[config.mk]
export PLATFORM = sky130hd
export DESIGN_NAME = seq_mult_param_flat
export DESIGN_NICKNAME = d
export VERILOG_FILES = /design/src/rtl/seq_mult_param_if.sv /design/src/rtl/seq_mult_param.sv /design/src/flat_wrapper.sv
export SDC_FILE = /design/constraint.sdc
export NUM_CORES = 1
export LEC_CHECK = 0
export ABC_AREA = 1
export CORE_MARGIN = 2
export CORE_UTILIZATION = 40
export CTS_BUF_LIST = sky130_fd_sc_hd__clkbuf_16
export DETAILED_ROUTE_END_ITERATION = 10
export GPL_TIMING_DRIVEN = 0
export PLACE_DENSITY = 0.58
export RECOVER_POWER = 25
export SYNTH_ARGS = -nofsm -noshare
export SYNTH_HDL_FRONTEND = slang
export SYNTH_SLANG_ARGS = --single-unit
[constraint.sdc]
create_clock -name clk -period 2.6 [get_ports clk]
set_clock_uncertainty 0.15 [all_clocks]
set_input_delay 0.65 -clock clk [delete_from_list [all_inputs] [get_ports clk]]
set_output_delay 0.65 -clock clk [all_outputs]
set_load 0.005 [all_outputs]
[src/rtl/seq_mult_param_if.sv]
// Operand/result bundle between an operand producer and the sequential multiplier.
// The producer drives the operands; the multiplier returns the product, its strobe and a busy flag.
interface seq_mult_param_if #(
  parameter int WIDTH = 8
);
  logic               in_en;
  logic               signed_mode;
  logic [WIDTH-1:0]   a;
  logic [WIDTH-1:0]   b;
  logic [2*WIDTH-1:0] prdct;
  logic               out_en;
  logic               busy;

  modport master (
    output in_en, signed_mode, a, b,
    input  prdct, out_en, busy
  );

  modport slave (
    input  in_en, signed_mode, a, b,
    output prdct, out_en, busy
  );
endinterface

[src/rtl/seq_mult_param.sv]
// Sequential shift-add multiplier: one adder, one multiplier bit per clock.
// Signed operands are multiplied as magnitudes and the sign is applied in a final step.
module seq_mult_param #(
  parameter int WIDTH = 8
) (
  input  logic            clk,
  input  logic            rst,
  seq_mult_param_if.slave bus
);
  localparam int CNT_W = $clog2(WIDTH);
  localparam int PW    = 2 * WIDTH;

  typedef enum logic [1:0] {IDLE, CALC, FIX, DONE} state_t;

  state_t             state_reg, state_next;
  logic [WIDTH:0]     mcand_reg, mcand_next;
  logic [WIDTH-1:0]   mplier_reg, mplier_next;
  logic [PW-1:0]      acc_reg, acc_next;
  logic [PW-1:0]      prdct_reg, prdct_next;
  logic [CNT_W-1:0]   cnt_reg, cnt_next;
  logic               neg_reg, neg_next;
  logic               out_en_reg, out_en_next;
  logic               busy_reg, busy_next;

  logic [WIDTH:0]     a_ext, b_ext;
  logic [WIDTH:0]     a_mag, b_mag;
  logic [PW-1:0]      addend;

  // Sign-extend by one bit so the most-negative value has a representable magnitude.
  always_comb begin
    a_ext = {bus.signed_mode & bus.a[WIDTH-1], bus.a};
    b_ext = {bus.signed_mode & bus.b[WIDTH-1], bus.b};
    a_mag = a_ext[WIDTH] ? (~a_ext + 1'b1) : a_ext;
    b_mag = b_ext[WIDTH] ? (~b_ext + 1'b1) : b_ext;
  end

  assign addend = {{(WIDTH-1){1'b0}}, mcand_reg} << cnt_reg;

  always_comb begin
    state_next  = state_reg;
    mcand_next  = mcand_reg;
    mplier_next = mplier_reg;
    acc_next    = acc_reg;
    prdct_next  = prdct_reg;
    cnt_next    = cnt_reg;
    neg_next    = neg_reg;
    out_en_next = 1'b0;
    busy_next   = busy_reg;

    case (state_reg)
      IDLE, DONE: begin
        state_next = IDLE;
        if (bus.in_en) begin
          // Multiplier magnitude never exceeds 2^(WIDTH-1) or 2^WIDTH-1, so WIDTH bits suffice.
          mcand_next  = a_mag;
          mplier_next = b_mag[WIDTH-1:0];
          neg_next    = bus.signed_mode & (bus.a[WIDTH-1] ^ bus.b[WIDTH-1]);
          acc_next    = '0;
          cnt_next    = '0;
          busy_next   = 1'b1;
          state_next  = CALC;
        end
      end

      CALC: begin
        if (mplier_reg[cnt_reg]) begin
          acc_next = acc_reg + addend;
        end
        cnt_next = cnt_reg + 1'b1;
        if (cnt_reg == CNT_W'(WIDTH - 1)) begin
          state_next = FIX;
        end
      end

      FIX: begin
        prdct_next  = neg_reg ? (~acc_reg + 1'b1) : acc_reg;
        out_en_next = 1'b1;
        busy_next   = 1'b0;
        state_next  = DONE;
      end

      default: begin
        state_next = IDLE;
        busy_next  = 1'b0;
      end
    endcase
  end

  always_ff @(posedge clk) begin
    if (rst) begin
      state_reg  <= IDLE;
      mcand_reg  <= '0;
      mplier_reg <= '0;
      acc_reg    <= '0;
      prdct_reg  <= '0;
      cnt_reg    <= '0;
      neg_reg    <= 1'b0;
      out_en_reg <= 1'b0;
      busy_reg   <= 1'b0;
    end else begin
      state_reg  <= state_next;
      mcand_reg  <= mcand_next;
      mplier_reg <= mplier_next;
      acc_reg    <= acc_next;
      prdct_reg  <= prdct_next;
      cnt_reg    <= cnt_next;
      neg_reg    <= neg_next;
      out_en_reg <= out_en_next;
      busy_reg   <= busy_next;
    end
  end

  assign bus.prdct  = prdct_reg;
  assign bus.out_en = out_en_reg;
  assign bus.busy   = busy_reg;
endmodule

[src/flat_wrapper.sv]
// flat-port wrapper written by rule: the top's interface ports become plain ports
module seq_mult_param_flat 
#(
  parameter int WIDTH = 8
)
  (clk, rst, bus_in_en, bus_signed_mode, bus_a, bus_b, bus_prdct, bus_out_en, bus_busy);
  seq_mult_param_if #(.WIDTH(WIDTH)) bus_i ();
  input  logic clk;
  input  logic rst;
  input wire logic [$bits(bus_i.in_en)-1:0] bus_in_en;
  input wire logic [$bits(bus_i.signed_mode)-1:0] bus_signed_mode;
  input wire logic [$bits(bus_i.a)-1:0] bus_a;
  input wire logic [$bits(bus_i.b)-1:0] bus_b;
  output wire logic [$bits(bus_i.prdct)-1:0] bus_prdct;
  output wire logic [$bits(bus_i.out_en)-1:0] bus_out_en;
  output wire logic [$bits(bus_i.busy)-1:0] bus_busy;
  assign bus_i.in_en = bus_in_en;
  assign bus_i.signed_mode = bus_signed_mode;
  assign bus_i.a = bus_a;
  assign bus_i.b = bus_b;
  assign bus_prdct = bus_i.prdct;
  assign bus_out_en = bus_i.out_en;
  assign bus_busy = bus_i.busy;
  seq_mult_param #(.WIDTH(WIDTH)) u_core (.clk(clk), .rst(rst), .bus(bus_i));
endmodule
==> flow_summary.json <==
{
  "status": "completed",
  "grt_use_met1_pct": 23.0,
  "crit_family": "simple AND/OR/NAND/NOR gates",
  "postLayoutSetupSlackWorst_ns": 0.0674,
  "synth-seq-cells": 57,
  "crit_arrival_ns": 2.58,
  "dieArea_um2": 11000,
  "dpl.cell_count": 792,
  "crit_required_ns": 2.64,
  "async_flop_share_pct": 0,
  "postRouteAntennaNets": 0,
  "core_um2": 9820,
  "final_nets": 726,
  "layout_common_cells": "152 x nand2_1, 77 x inv_1, 56 x dfxtp_1",
  "slowest_stage": "dfxtp_4",
  "period_share_pct": 97.4,
  "ys.flop_type": "dfxtp_1",
  "postCtsHoldBufs": 0,
  "holdWs_ns": 0.320,
  "drc_errors": 0,
  "cpPeakStageDelay_ns": 0.37,
  "start_util_pct": 41.4,
  "place.gp.congestion": 0.840,
  "tightest_slew_ns": 0.713,
  "maxSlewViolCount": 0,
  "routed_wl_mm": 11.2,
  "dpl_cell_area_um2": 4600,
  "root_buffer": "clkbuf_16",
  "drt_first_pass_iters": 4,
  "num_io_pins": 38,
  "path_common_cell": "nand2_1",
  "cts_tree": "built",
  "synth_warnings": 0,
  "clkTransAtPathRegs_ns": 0.06,
  "end_kind": "register",
  "final_common_cell": "nand2_1",
  "maxSlewHeadroom_pct": 52.4,
  "placementRows": 36,
  "hpwl_mm": 8.64,
  "syn-cell-area_um2": 4070,
  "yosysTopAreaCell": "dfxtp_1",
  "synth_area_per_cell_um2": 6.53,
  "route.detailed.wl_per_inst_um": 13.7,
  "grt_first_pass_wirelength_mm": 17.8,
  "syn_nets": 666,
  "hp-class": "register to register",
  "numCtsBuffers": 9,
  "die-width_um": 105,
  "postSynthCellCount": 623,
  "final_hold_viol_count": 0,
  "finalInstanceArea_um2": 5220,
  "grt_setup_unrepaired": "true",
  "vias": 4089,
  "overflow": 0,
  "cts_max_level": 3,
  "yosysSeqAreaShare_pct": 28.0,
  "drt-initial-drc-count": 121,
  "grt_util_met2_pct": 38.8,
  "peakVddDrop_mv": 0.484,
  "p_leak_nw": 2.42,
  "setup_viol_count_final": 0,
  "grt_pass1_vias": 3790,
  "synth_cell_type_count": 37,
  "clock_sinks": 57,
  "met3_usage_pct": 4.18,
  "power_density_nw_per_um2": 763,
  "busiest_layer": "met2",
  "final_cells": 821,
  "die_h_um": 105,
  "period_minus_slack_ns": 2.53,
  "synth_edf_count": 0,
  "fmax_mhz": 395,
  "yosys.area.top_type_share_pct": 28.0,
  "power.total_mw": 3.98,
  "io_buffers": 36,
  "grt_max_degree": 11,
  "insertion_delay_ns": 0.33,
  "cp-start-kind": "register",
  "via_per_inst": 4.98,
  "grt_use_total_pct": 20.5,
  "path_buf_inv": 4,
  "pre_cts_slack_ns": -0.250,
  "area_growth_pct": 28.3,
  "antenna_found_initial": 0,
  "maxCapViolations": 0,
  "antenna_cells": 0,
  "crit_type": "register to register",
  "worstPathCellList": "buf_8 > buf_8 > nand2_1 > nand2_1 > nand2_1 > nor2_2 > inv_1 > fa_2 > inv_2 > nand3_1 > nand3_2 > a21oi_1 > or2_2 > nand3_1 > a21oi_1",
  "clk_path_buf_depth": 2,
  "crit_fanout": 8,
  "synthTopCellsByArea": "dfxtp_1 28%, nand2_1 16%, inv_1 7.2%",
  "layout-drive-gt1-share_pct": 15.8
}
[worst paths after layout]
check                                                      end  depth (start not counted)                            from  slack, ns
worst max register to register  u_core.acc_reg[8]$_SDFFE_PP0P_                         15  u_core.cnt_reg[0]$_SDFFE_PP0P_       0.07
worst min-delay path              u_core.bus.busy$_SDFFE_PP0P_                          2    u_core.bus.busy$_SDFFE_PP0P_       0.32
worst min register to register    u_core.bus.busy$_SDFFE_PP0P_                          2    u_core.bus.busy$_SDFFE_PP0P_       0.32
worst max-delay path            u_core.acc_reg[8]$_SDFFE_PP0P_                         15  u_core.cnt_reg[0]$_SDFFE_PP0P_       0.07
[layout make-up]
| class | count | area [µm²] |
|---|---|---|
| buffer | 23 | 170 |
| tap | 133 | 166 |
| inverter | 82 | 310 |
| clock buffer | 9 | 225 |
| timing repair buffer | 49 | 473 |
| fill | 1019 | 4600 |
| sequential | 57 | 1140 |
| multi-input combinational | 461 | 2620 |
| clock inverter | 7 | 110 |
[metrics by stage]
stage	TNS (ns)	util (%)
floorplan	0	-
global placement	-1.14	46.8
detailed placement	-1.38	46.8
CTS	0	50.5
global route	-0.293	53.1
finish	0	53.1
[worst register-to-register path, cell delays in order (launching register included)]
cell	delay, ns
dfxtp_4	0.37
buf_8	0.14
buf_8	0.13
nand2_1	0.07
nand2_1	0.08
nand2_1	0.09
nor2_2	0.15
inv_1	0.08
fa_2	0.36
inv_2	0.07
nand3_1	0.09
nand3_2	0.11
a21oi_1	0.09
or2_2	0.28
nand3_1	0.10
a21oi_1	0.06
[timing repair]
item / in CTS / in global routing
pin swaps: 0 / 27
endpoints found under the setup margin: 10 / 11
gates resized for setup: 15 / 61
cloned: 0 / 2
buffers inserted: 0 / 11
[per-layer routing]
metal | vias up | share of wire [%]
met2 | 54 | 53
met1 | 1886 | 43
li1 | 2140 | -
met4 | 0 | 0.70
met5 | - | 0
met3 | 9 | 3.5
[synthesized netlist by cell type, types with 5 or more instances]
master and instances:
a21oi_1 47, a21oi_2 11, clkbuf_1 12, dfxtp_1 57, ha_1 22, inv_1 78
mux2i_1 5, nand2_1 169, nand3_1 34, nand3_2 5, nand3b_1 6, nor2_1 54
nor3_1 5, o211ai_1 6, o21ai_0 43, o31ai_1 5, xor2_1 18
[logic make-up after synthesis]
group | Yosys count | synth area share, %
multiplexers | 5 | 1.23
XOR/XNOR | 22 | 4.74
adder cells (fa/ha/maj) | 23 | 7.26
flip-flops | 57 | 28.0
buffers and inverters | 105 | 11.1
AND/OR/NAND/NOR | 290 | 30.4
AO/OA/AOI/OAI | 121 | 17.2
[where the power goes]
part           switching, mW  internal [mW]
Sequential             0.122           1.06
Clock                  0.420          0.926
Combinational          0.836          0.618
(Power assumes the default switching activity.)
==> variant: new RTL, config.mk and constraints unchanged <==
Reset style: asynchronous (`rst`), changed in one clocked block.
--- a/src/rtl/seq_mult_param.sv
+++ b/src/rtl/seq_mult_param.sv
@@ -87,5 +87,5 @@
   end
 
-  always_ff @(posedge clk) begin
+  always_ff @(posedge clk or posedge rst) begin
     if (rst) begin
       state_reg  <= IDLE;
Behaviour: differs if rst is asserted again (counterexample within 4 cycles, from zero or initial values and one cycle with rst high); with rst held inactive, the same outputs for 10 cycles.
==> variant against the unedited design <==
Routed wire length is 3.7% lower. Cell area is 5.9% higher. Sequential cell count stayed put. Area after synthesis is 1.9% higher. Count of clock-buffer cells in the layout stayed put. Die area is 1.8% higher. Setup slack better by 1.4 ps. Critical endpoint is now u_core.acc_reg[10].
Power is not compared: it rests on default switching activity, and its combinational part moved more than twofold at a synthesized area within 25%.
==> variant: results <==
metrics = {
    "logic_synthesis": {
        "netlist_top_cells_count": "216 x nand2_1, 76 x inv_1, 61 x o21ai_0, 57 x dfrtp_1, 38 x nand3_1",
        "ys_warn_count": 0,
        "syn-num-nets": 649,
        "synth_cell_types": 31,
        "syn_avg_cell_area_um2": 6.840,
        "synthFlopType": "dfrtp_1",
        "ys_seq_area_frac": 0.3441,
        "async_reset_ff_frac": 1.000,
        "synthTopCellsByArea": "dfrtp_1 34%, nand2_1 20%, o21ai_0 7.4%",
    },
    "global_route": {
        "antenna_found_initial": 0,
        "grt_pass1_wl_um": 17410,
        "grt_max_degree": 40,
        "grt_usage": 0.1929,
        "grt_pass1_vias": 3694,
    },
    "pwr": {
        "swShare": 0.4152,
        "ir_drop_mv": 0.4908,
        "leakage_uw": 0.002754,
    },
    "layout": {
        "multi_input_area_um2": 2648,
        "nFillCells": 960,
        "final-instance-count-excl-fill": 817,
        "drive_gt1_frac": 0.1968,
        "antennaDiodeCount": 0,
        "nets": 719,
    },
    "placement": {
        "place_congestion": 0.8727,
        "dpl.hpwl_um": 7927,
        "port_buffers": 37,
        "dp_slack_ps": -218.2,
        "placed_area_um2": 4706,
        "dpl.cell_count": 780,
    },
    "worst_setup_path": {
        "crit_arrival_ps": 2600,
        "worst-path-max-fanout": 5,
        "cp_slowest_stage_delay_ps": 410,
        "slowest_stage": "dfrtp_1",
    },
    "clock_tree": {
        "cts_htree_levels": 3,
        "worstSkewPairLatency_ps": 330,
        "cts_root_buffer": "clkbuf_16",
        "cts_buffers": 9,
        "clockBufferDepth": 2,
        "path_clk_slew_ps": 60,
    },
    "timing": {
        "max-slew-margin-rel": 0.5505,
        "hold_violations": 0,
    },
    "detailed_routing": {
        "first_pass_iters": 5,
        "via_per_inst": 4.894,
        "drtIter0Drc": 205,
        "wire_per_inst_um": 13.21,
    },
    "worst_hold_path": {
        "hold_class": "reg2reg",
    },
    "run_status": {
        "status": "complete, no violations",
    },
}
==> variant: cell types whose count changed after synthesis, sizes merged, moves of 4 or more <==
cell,delta
a21oi,-46
buf,-6
dfrtp,+57
dfxtp,-57
nand2,+46
nand3b,+4
nor2,-20
o211ai,-6
o21ai,+24
o31ai,-4
==> variant: worst max-delay path: cells and delay by family (launching register included) <==
family,cells,cell delay (ps)
simple gates,9,810
fa+ha+maj,2,590
buf+inv,5,470
flops,1,410
==> variant: timing repair <==
| item | CTS | global route |
|---|---|---|
| setup endpoints to repair | 11 | 13 |
| pin swaps | 3 | 27 |
| cloned | 0 | 3 |
| resized for setup | 19 | 89 |
| setup buffers | 3 | 16 |
==> variant: area by class of cell <==
| type | count | area share |
|---|---|---|
| flip-flops and latches | 57 | 0.2585 |
| well taps | 136 | 0.03079 |
| clock inverters | 7 | 0.01721 |
| inverters | 79 | 0.05456 |
| plain buffers | 15 | 0.01856 |
| clock buffers | 9 | 0.04075 |
| repair buffers | 60 | 0.1005 |
| multi-input cells | 454 | 0.4791 |
==> variant: path summary, 6_finish.rpt <==
check / cells after the start / slack, ps / start / end
max in group asynchronous: 3 / 510 / rst / u_core.cnt_reg[1]
min in group asynchronous: 2 / 710 / rst / u_core.state_reg[0]
max: 16 / 70 / u_core.cnt_reg[0] / u_core.acc_reg[10]
min reg2reg: 2 / 330 / u_core.bus.prdct[11] / u_core.bus.prdct[11]
min: 2 / 330 / u_core.bus.prdct[11] / u_core.bus.prdct[11]
max reg2reg: 16 / 70 / u_core.cnt_reg[0] / u_core.acc_reg[10]
==> variant: per-layer routing <==
| metal | vias to the layer above | routed length (µm) | track usage |
|---|---|---|---|
| met3 | 10 | 398 | 0.03772 |
| li1 | 2071 | - | - |
| met4 | 0 | 167 | 0.05639 |
| met1 | 1846 | 5178 | 0.2621 |
| met2 | 71 | 5050 | 0.3120 |
| met5 | - | 0 | 0 |
==> variant: per-stage QoR <==
step	total power, µW	setup TNS, ps
2_1_floorplan	3015	0
3_5_place_dp	3719	-1521
3_3_place_gp	3684	-42050
6_report	5670	0
4_1_cts	5092	0
5_1_grt	6134	-234.6
==> variant: cells by family after synthesis <==
family,after synthesis,share of synthesized area
XOR/XNOR,24,0.05071
AO/OA/AOI/OAI,80,0.09991
multiplexers,3,0.007546
buffers and inverters,95,0.09176
flip-flops,57,0.3441
AND/OR/NAND/NOR,324,0.3347
adder cells (fa/ha/maj),23,0.07123
==> variant: power by group through the flow <==
stage                     combinational (µW)  sequential (µW)  clock, µW
after global placement                  2310             1370          0
after detailed placement                2340             1380          0
after CTS                               2440             1370       1280
after floorplan                         1680             1340          0
after global routing                    3370             1430       1330
final                                   3010             1400       1270
